### src/rtl/seq_divider_if.sv
// Request/result bundle between the control unit and the sequential divider.
// Carries the Start handshake with its operands and the Busy/Done status with results.
// Widths follow the WIDTH parameter, which must match the attached divider.
interface seq_divider_if #(
    parameter int WIDTH = 32
);
    logic             Start;
    logic             Signed_mode;
    logic [WIDTH-1:0] Dividend_in;
    logic [WIDTH-1:0] Divisor_in;
    logic             Busy;
    logic             Done;
    logic [WIDTH-1:0] Quotient_out;
    logic [WIDTH-1:0] Remainder_out;
    logic             Div_by_zero;

    // Requester side (control unit / testbench)
    modport master (
        output Start, Signed_mode, Dividend_in, Divisor_in,
        input  Busy, Done, Quotient_out, Remainder_out, Div_by_zero
    );

    // Divider side
    modport slave (
        input  Start, Signed_mode, Dividend_in, Divisor_in,
        output Busy, Done, Quotient_out, Remainder_out, Div_by_zero
    );
endinterface

### src/rtl/seq_divider.sv
// Restoring divider, one quotient bit per clock, unsigned or two's-complement signed.
// Latency: Done pulses WIDTH+1 edges after the accepting edge; divide-by-zero after 1 edge.
// Backpressure: Start is only sampled while Busy is low; requests during Busy are dropped.
module seq_divider #(
    parameter int WIDTH = 32
) (
    input  logic          clk,
    input  logic          Reset,
    seq_divider_if.slave  bus
);
    localparam int CNT_W = $clog2(WIDTH + 1);

    typedef enum logic [1:0] {
        S_IDLE = 2'd0,
        S_CALC = 2'd1,
        S_FIX  = 2'd2
    } state_t;

    state_t             state_q, state_d;
    logic [CNT_W-1:0]   cnt_q, cnt_d;
    logic [WIDTH-1:0]   rem_q, rem_d;     // partial remainder (always < divisor)
    logic [WIDTH-1:0]   dvd_q, dvd_d;     // dividend shifting out, quotient shifting in
    logic [WIDTH-1:0]   dsr_q, dsr_d;     // divisor magnitude
    logic               neg_quo_q, neg_quo_d;
    logic               neg_rem_q, neg_rem_d;
    logic               dz_q, dz_d;
    logic               busy_q, busy_d;
    logic               done_q, done_d;
    logic [WIDTH-1:0]   quo_out_q, quo_out_d;
    logic [WIDTH-1:0]   rem_out_q, rem_out_d;
    logic               dz_out_q, dz_out_d;

    logic               dvd_neg, dsr_neg;
    logic [WIDTH-1:0]   dvd_abs, dsr_abs;
    logic [WIDTH:0]     step;             // {rem, next dividend bit}, one bit wider than rem

    // Next-state, datapath step and result formatting
    always_comb begin
        state_d   = state_q;
        cnt_d     = cnt_q;
        rem_d     = rem_q;
        dvd_d     = dvd_q;
        dsr_d     = dsr_q;
        neg_quo_d = neg_quo_q;
        neg_rem_d = neg_rem_q;
        dz_d      = dz_q;
        busy_d    = busy_q;
        done_d    = 1'b0;
        quo_out_d = quo_out_q;
        rem_out_d = rem_out_q;
        dz_out_d  = dz_out_q;

        dvd_neg = bus.Signed_mode & bus.Dividend_in[WIDTH-1];
        dsr_neg = bus.Signed_mode & bus.Divisor_in[WIDTH-1];
        dvd_abs = dvd_neg ? -bus.Dividend_in : bus.Dividend_in;
        dsr_abs = dsr_neg ? -bus.Divisor_in  : bus.Divisor_in;
        step    = {rem_q, dvd_q[WIDTH-1]};

        case (state_q)
            S_IDLE: begin
                if (bus.Start) begin
                    neg_quo_d = dvd_neg ^ dsr_neg;
                    neg_rem_d = dvd_neg;
                    dsr_d     = dsr_abs;
                    rem_d     = '0;
                    cnt_d     = '0;
                    busy_d    = 1'b1;
                    dz_out_d  = 1'b0;
                    if (bus.Divisor_in == '0) begin
                        // Keep the raw dividend: it is returned verbatim as the remainder.
                        dz_d    = 1'b1;
                        dvd_d   = bus.Dividend_in;
                        state_d = S_FIX;
                    end else begin
                        dz_d    = 1'b0;
                        dvd_d   = dvd_abs;
                        state_d = S_CALC;
                    end
                end
            end
            S_CALC: begin
                if (step >= {1'b0, dsr_q}) begin
                    rem_d = WIDTH'(step - {1'b0, dsr_q});
                    dvd_d = {dvd_q[WIDTH-2:0], 1'b1};
                end else begin
                    rem_d = step[WIDTH-1:0];
                    dvd_d = {dvd_q[WIDTH-2:0], 1'b0};
                end
                cnt_d = cnt_q + CNT_W'(1);
                if (cnt_q == CNT_W'(WIDTH - 1)) begin
                    state_d = S_FIX;
                end
            end
            S_FIX: begin
                done_d  = 1'b1;
                busy_d  = 1'b0;
                state_d = S_IDLE;
                if (dz_q) begin
                    quo_out_d = '1;
                    rem_out_d = dvd_q;
                    dz_out_d  = 1'b1;
                end else begin
                    // MIN / -1 needs no special case: -(MIN) wraps back to MIN.
                    quo_out_d = neg_quo_q ? -dvd_q : dvd_q;
                    rem_out_d = neg_rem_q ? -rem_q : rem_q;
                    dz_out_d  = 1'b0;
                end
            end
            default: begin
                state_d = S_IDLE;
            end
        endcase
    end

    // State and datapath registers with synchronous reset
    always_ff @(posedge clk) begin
        if (Reset) begin
            state_q   <= S_IDLE;
            cnt_q     <= '0;
            rem_q     <= '0;
            dvd_q     <= '0;
            dsr_q     <= '0;
            neg_quo_q <= 1'b0;
            neg_rem_q <= 1'b0;
            dz_q      <= 1'b0;
            busy_q    <= 1'b0;
            done_q    <= 1'b0;
            quo_out_q <= '0;
            rem_out_q <= '0;
            dz_out_q  <= 1'b0;
        end else begin
            state_q   <= state_d;
            cnt_q     <= cnt_d;
            rem_q     <= rem_d;
            dvd_q     <= dvd_d;
            dsr_q     <= dsr_d;
            neg_quo_q <= neg_quo_d;
            neg_rem_q <= neg_rem_d;
            dz_q      <= dz_d;
            busy_q    <= busy_d;
            done_q    <= done_d;
            quo_out_q <= quo_out_d;
            rem_out_q <= rem_out_d;
            dz_out_q  <= dz_out_d;
        end
    end

    assign bus.Busy          = busy_q;
    assign bus.Done          = done_q;
    assign bus.Quotient_out  = quo_out_q;
    assign bus.Remainder_out = rem_out_q;
    assign bus.Div_by_zero   = dz_out_q;
endmodule

### src/flat_wrapper.sv
// flat-port wrapper written by rule: the top's interface ports become plain ports
module seq_divider_flat 
#(
    parameter int WIDTH = 32
)
  (clk, Reset, bus_Start, bus_Signed_mode, bus_Dividend_in, bus_Divisor_in, bus_Busy, bus_Done, bus_Quotient_out, bus_Remainder_out, bus_Div_by_zero);
  seq_divider_if #(.WIDTH(WIDTH)) bus_i ();
  input  logic clk;
  input  logic Reset;
  input wire logic [$bits(bus_i.Start)-1:0] bus_Start;
  input wire logic [$bits(bus_i.Signed_mode)-1:0] bus_Signed_mode;
  input wire logic [$bits(bus_i.Dividend_in)-1:0] bus_Dividend_in;
  input wire logic [$bits(bus_i.Divisor_in)-1:0] bus_Divisor_in;
  output wire logic [$bits(bus_i.Busy)-1:0] bus_Busy;
  output wire logic [$bits(bus_i.Done)-1:0] bus_Done;
  output wire logic [$bits(bus_i.Quotient_out)-1:0] bus_Quotient_out;
  output wire logic [$bits(bus_i.Remainder_out)-1:0] bus_Remainder_out;
  output wire logic [$bits(bus_i.Div_by_zero)-1:0] bus_Div_by_zero;
  assign bus_i.Start = bus_Start;
  assign bus_i.Signed_mode = bus_Signed_mode;
  assign bus_i.Dividend_in = bus_Dividend_in;
  assign bus_i.Divisor_in = bus_Divisor_in;
  assign bus_Busy = bus_i.Busy;
  assign bus_Done = bus_i.Done;
  assign bus_Quotient_out = bus_i.Quotient_out;
  assign bus_Remainder_out = bus_i.Remainder_out;
  assign bus_Div_by_zero = bus_i.Div_by_zero;
  seq_divider #(.WIDTH(WIDTH)) u_core (.clk(clk), .Reset(Reset), .bus(bus_i));
endmodule
### config.mk
export PLATFORM = sky130hd
export DESIGN_NAME = seq_divider_flat
export DESIGN_NICKNAME = d
export VERILOG_FILES = /design/src/rtl/seq_divider_if.sv /design/src/rtl/seq_divider.sv /design/src/flat_wrapper.sv
export SDC_FILE = /design/constraint.sdc
export NUM_CORES = 1
export LEC_CHECK = 0
export CAP_MARGIN = 20
export CORE_MARGIN = 8
export CORE_UTILIZATION = 25
export CTS_CLUSTER_SIZE = 20
export DETAILED_ROUTE_END_ITERATION = 16
export GPL_ROUTABILITY_DRIVEN = 0
export GPL_TIMING_DRIVEN = 0
export HOLD_SLACK_MARGIN = 0.12
export PLACE_DENSITY = 0.42
export SLEW_MARGIN = 20
export SYNTH_ARGS = -nofsm -noshare
export SYNTH_HDL_FRONTEND = slang
export SYNTH_SLANG_ARGS = --single-unit
### constraint.sdc
create_clock -name clk -period 4.1 [get_ports clk]
set_input_delay 0.615 -clock clk [delete_from_list [all_inputs] [get_ports clk]]
set_output_delay 0.615 -clock clk [all_outputs]
set_load 0.005 [all_outputs]
==> out/summary.txt <==
Fmax: 259.1 MHz
Root buffer cell: clkbuf_16
CP Capture Type: flop
Worst hold path class: flop to flop
Final setup vio count: 0
Overall Power: 5348 µW
Post-synthesis sequential area ratio: 32.27%
Input/output buffers: 133
DRC violations left: 0
Relative slew margins: 35.33%
Synth top area share: 32.27%
Power per Cell Area: 396.4 mW/mm²
Finished Core Util: 31.46%
Clock Skew: 0.01761 ns
Vias in the first global route: 10600
First-pass GRT wire length: 62890 µm
Total gr overflow: 0
Combinational share of power: 33.7%
Largest net degree at the start of global routing: 18
Initial Utilization: 25.17%
Wirelength per Cell: 18.78 µm
Final worst slack: 0.2399 ns
Clock power frac: 29.7%
Switching portion of total power: 36.86%
Htree depth: 4
All-Layer GR Usage: 16.08%
Sequential Power Share: 36.6%
Initial antenna violation count: 1
Ports: 135
Yosys cell types: 56
Max Transition Viols Final: 0
Outcome: complete, no violations
Die H: 223.8 µm
Internal: 3377 µW
CP Launch Type: input port
CTS tree: done
DPL Wire Length: 32660 µm
Synth warnings: 0
Synth Register Bits: 174
Mean Syn Cell Area: 7.667 µm²
Main synth FF type: dfxtp_1
Cts bufs inserted: 17
Cell taking the most area after synthesis: dfxtp_1
Synth Cell Area: 0.01080 mm²
Fin Setup TNS: 0 ns
Vias post-DR: 10520
Drt total wl: 40590 µm
Fin crit share: 94.15%
Max_cap viols: 0
Drt first pass iters: 5
Maximum root-to-sink buffer count: 2
Unrepaired setup endpoints after global routing: no
Placed cells: 2126
Layout fillers: 4663
Routed Antenna Nets: 0
Synth-to-layout area growth: 24.98%
Post-synth EDFFs: 0
Clock Sinks: 174
Post-CTS Hold Buffers: 0
Nets: 1669
Worst EP required: 4.47 ns
Ranking of synthesized cells by area: dfxtp_1 32%, xnor2_1 7.5%, nand2_1 6.6%, o21ai_0 5.2%, a21oi_1 4.7%
Critical path arrival: 4.23 ns
Largest fanout on the critical path: 10
Leakage: 0.004691 µW
Die width: 223.8 µm
Critical path class: input port to flop
Core Area: 0.04289 mm²
Layout cells sized above 1: 3.617%
Maximum VDD drop: 0.2693 mV
Post-DR vias/cell: 4.870
Row count: 76
Diode count: 0
Final worst path period need: 3.860 ns
Slew @ Worst Pin: 0.9700 ns
Net Sw Power: 1971 µW
1st-iter DRT viols: 649
Final hold violation count: 0
Non-filler cells, final: 2161
FF+latch area: 0.003483 mm²
Dpl ws: -0.9513 ns
Multi-input gate area: 0.006800 mm²
Net Count, Synth: 1514
Asr flop ratio synth: 0%
Reg clk slew, reported paths: 0.07 ns
Syn Inst Count: 1408
Skew-Pair Late Insertion Delay: 0.45 ns
DIE AREA: 0.05009 mm²
stage by stage:
stage | instance area (µm²) | hold WS [ns]
5_1_grt | 13490 | 0.4821
2_1_floorplan | 10800 | 0.4319
3_5_place_dp | 12870 | 0.4519
6_report | 13490 | 0.4589
3_3_place_gp | 12860 | 0.4481
4_1_cts | 13440 | 0.4636
state kept, by name, summed over array words and instances, names as in the netlist:
signal and flops:
u_core.bus.Busy 1, u_core.bus.Div_by_zero 1, u_core.bus.Done 1, u_core.bus.Quotient_out 32, u_core.bus.Remainder_out 32, u_core.cnt_q 6
u_core.dsr_q 32, u_core.dvd_q 32, u_core.dz_q 1, u_core.neg_quo_q 1, u_core.neg_rem_q 1, u_core.rem_q 32
u_core.state_q 2
power by group through the flow:
| stage | combinational (µW) | sequential [µW] | clock (µW) |
|---|---|---|---|
| floorplan | 1270 | 1940 | 0 |
| global placement | 1780 | 1990 | 0 |
| detailed placement | 1790 | 1990 | 0 |
| CTS | 1800 | 1950 | 1640 |
| global route | 2010 | 1980 | 1710 |
| finish | 1800 | 1960 | 1590 |
per-layer routing:
layer,vias up,wire length [µm],global-route usage [%]
met1,4942,19480,21.27
met4,0,626,4.376
met5,-,0,0
met3,21,1626,2.380
li1,5335,-,-
met2,226,18860,27.02
cell usage in the layout, fill, tap and decap left out, types with 26 or more instances in the layout:
master / synthesis / layout
o22ai_1: 31 / 31
or3_1: 26 / 26
clkbuf_1: 88 / 84
inv_1: 56 / 56
a211oi_1: 30 / 30
mux2i_1: 32 / 32
nand2_1: 191 / 191
ha_1: 37 / 36
dfxtp_1: 174 / 174
clkdlybuf4s50_1: 0 / 131
nor2_1: 131 / 131
o31ai_1: 29 / 29
xor2_1: 53 / 53
a21oi_1: 102 / 102
o221ai_1: 28 / 28
o21ai_0: 113 / 113
xnor2_1: 93 / 93
Yosys cell counts, types with 7 or more instances:
library cell  number
o41ai_1           11
o221ai_1          28
or3_1             26
o22ai_1           31
o31ai_1           29
nand2_1          191
or4_1             16
inv_1             56
a21oi_1          102
o211ai_1          19
xnor2_1           93
or2_2              8
xor2_1            53
clkbuf_1          88
nand3_1           19
dfxtp_1          174
nor3_1            16
nor4_1            10
ha_1              37
nand2b_1           7
o21ai_0          113
mux2i_1           32
a211oi_1          30
nor2_1           131
worst paths after layout:
| path | from | endpoint | slack, ns | cells after the start |
|---|---|---|---|---|
| worst max register to register | u_core.rem_q[10] | u_core.bus.Remainder_out[31] | 0.38 | 10 |
| worst min register to register | u_core.bus.Remainder_out[3] | u_core.bus.Remainder_out[3] | 0.46 | 2 |
| worst max-delay path | bus_Divisor_in[19] | u_core.dvd_q[13] | 0.24 | 13 |
| worst min-delay path | u_core.bus.Remainder_out[3] | u_core.bus.Remainder_out[3] | 0.46 | 2 |
layout make-up:
class	count	share of cell area [%]
Buffer	91	2.606
Sequential cell	174	25.82
Inverter	57	1.586
Multi-Input combinational cell	1086	50.40
Clock inverter	14	0.9088
Timing Repair Buffer	136	10.07
Clock buffer	18	3.181
Tap cell	585	5.425
timing repair:
item | CTS | global route
endpoints found under the setup margin | 41 | 52
setup buffers | 0 | 3
resized for setup | 4 | 17
pin swaps | 0 | 5
endpoints found under the hold margin | 0 | 0
cell families (layout without fill, tap and decap cells):
family | count (synthesis) | in the layout | share of synthesized area [%]
muxes | 32 | 32 | 2.967
AOI/OAI and AO/OA | 414 | 414 | 24.35
and+or+nand+nor | 456 | 456 | 18.94
buffers and inverters | 148 | 316 | 5.158
DFF | 174 | 174 | 32.27
adders and majority gates | 38 | 38 | 4.474
xor gates and xnor gates | 146 | 146 | 11.85
critical path, stage by stage:
cell	delay (ns)
clkdlybuf4s50_1	0.48
or3_1	0.41
or4_1	0.47
nor4_2	0.30
nand2_1	0.13
or4_4	0.58
and3_1	0.21
clkbuf_1	0.17
buf_2	0.24
o41ai_1	0.11
xnor2_1	0.21
o221ai_1	0.14
a21oi_1	0.17
Note: power is estimated with default switching activity, not from simulation.
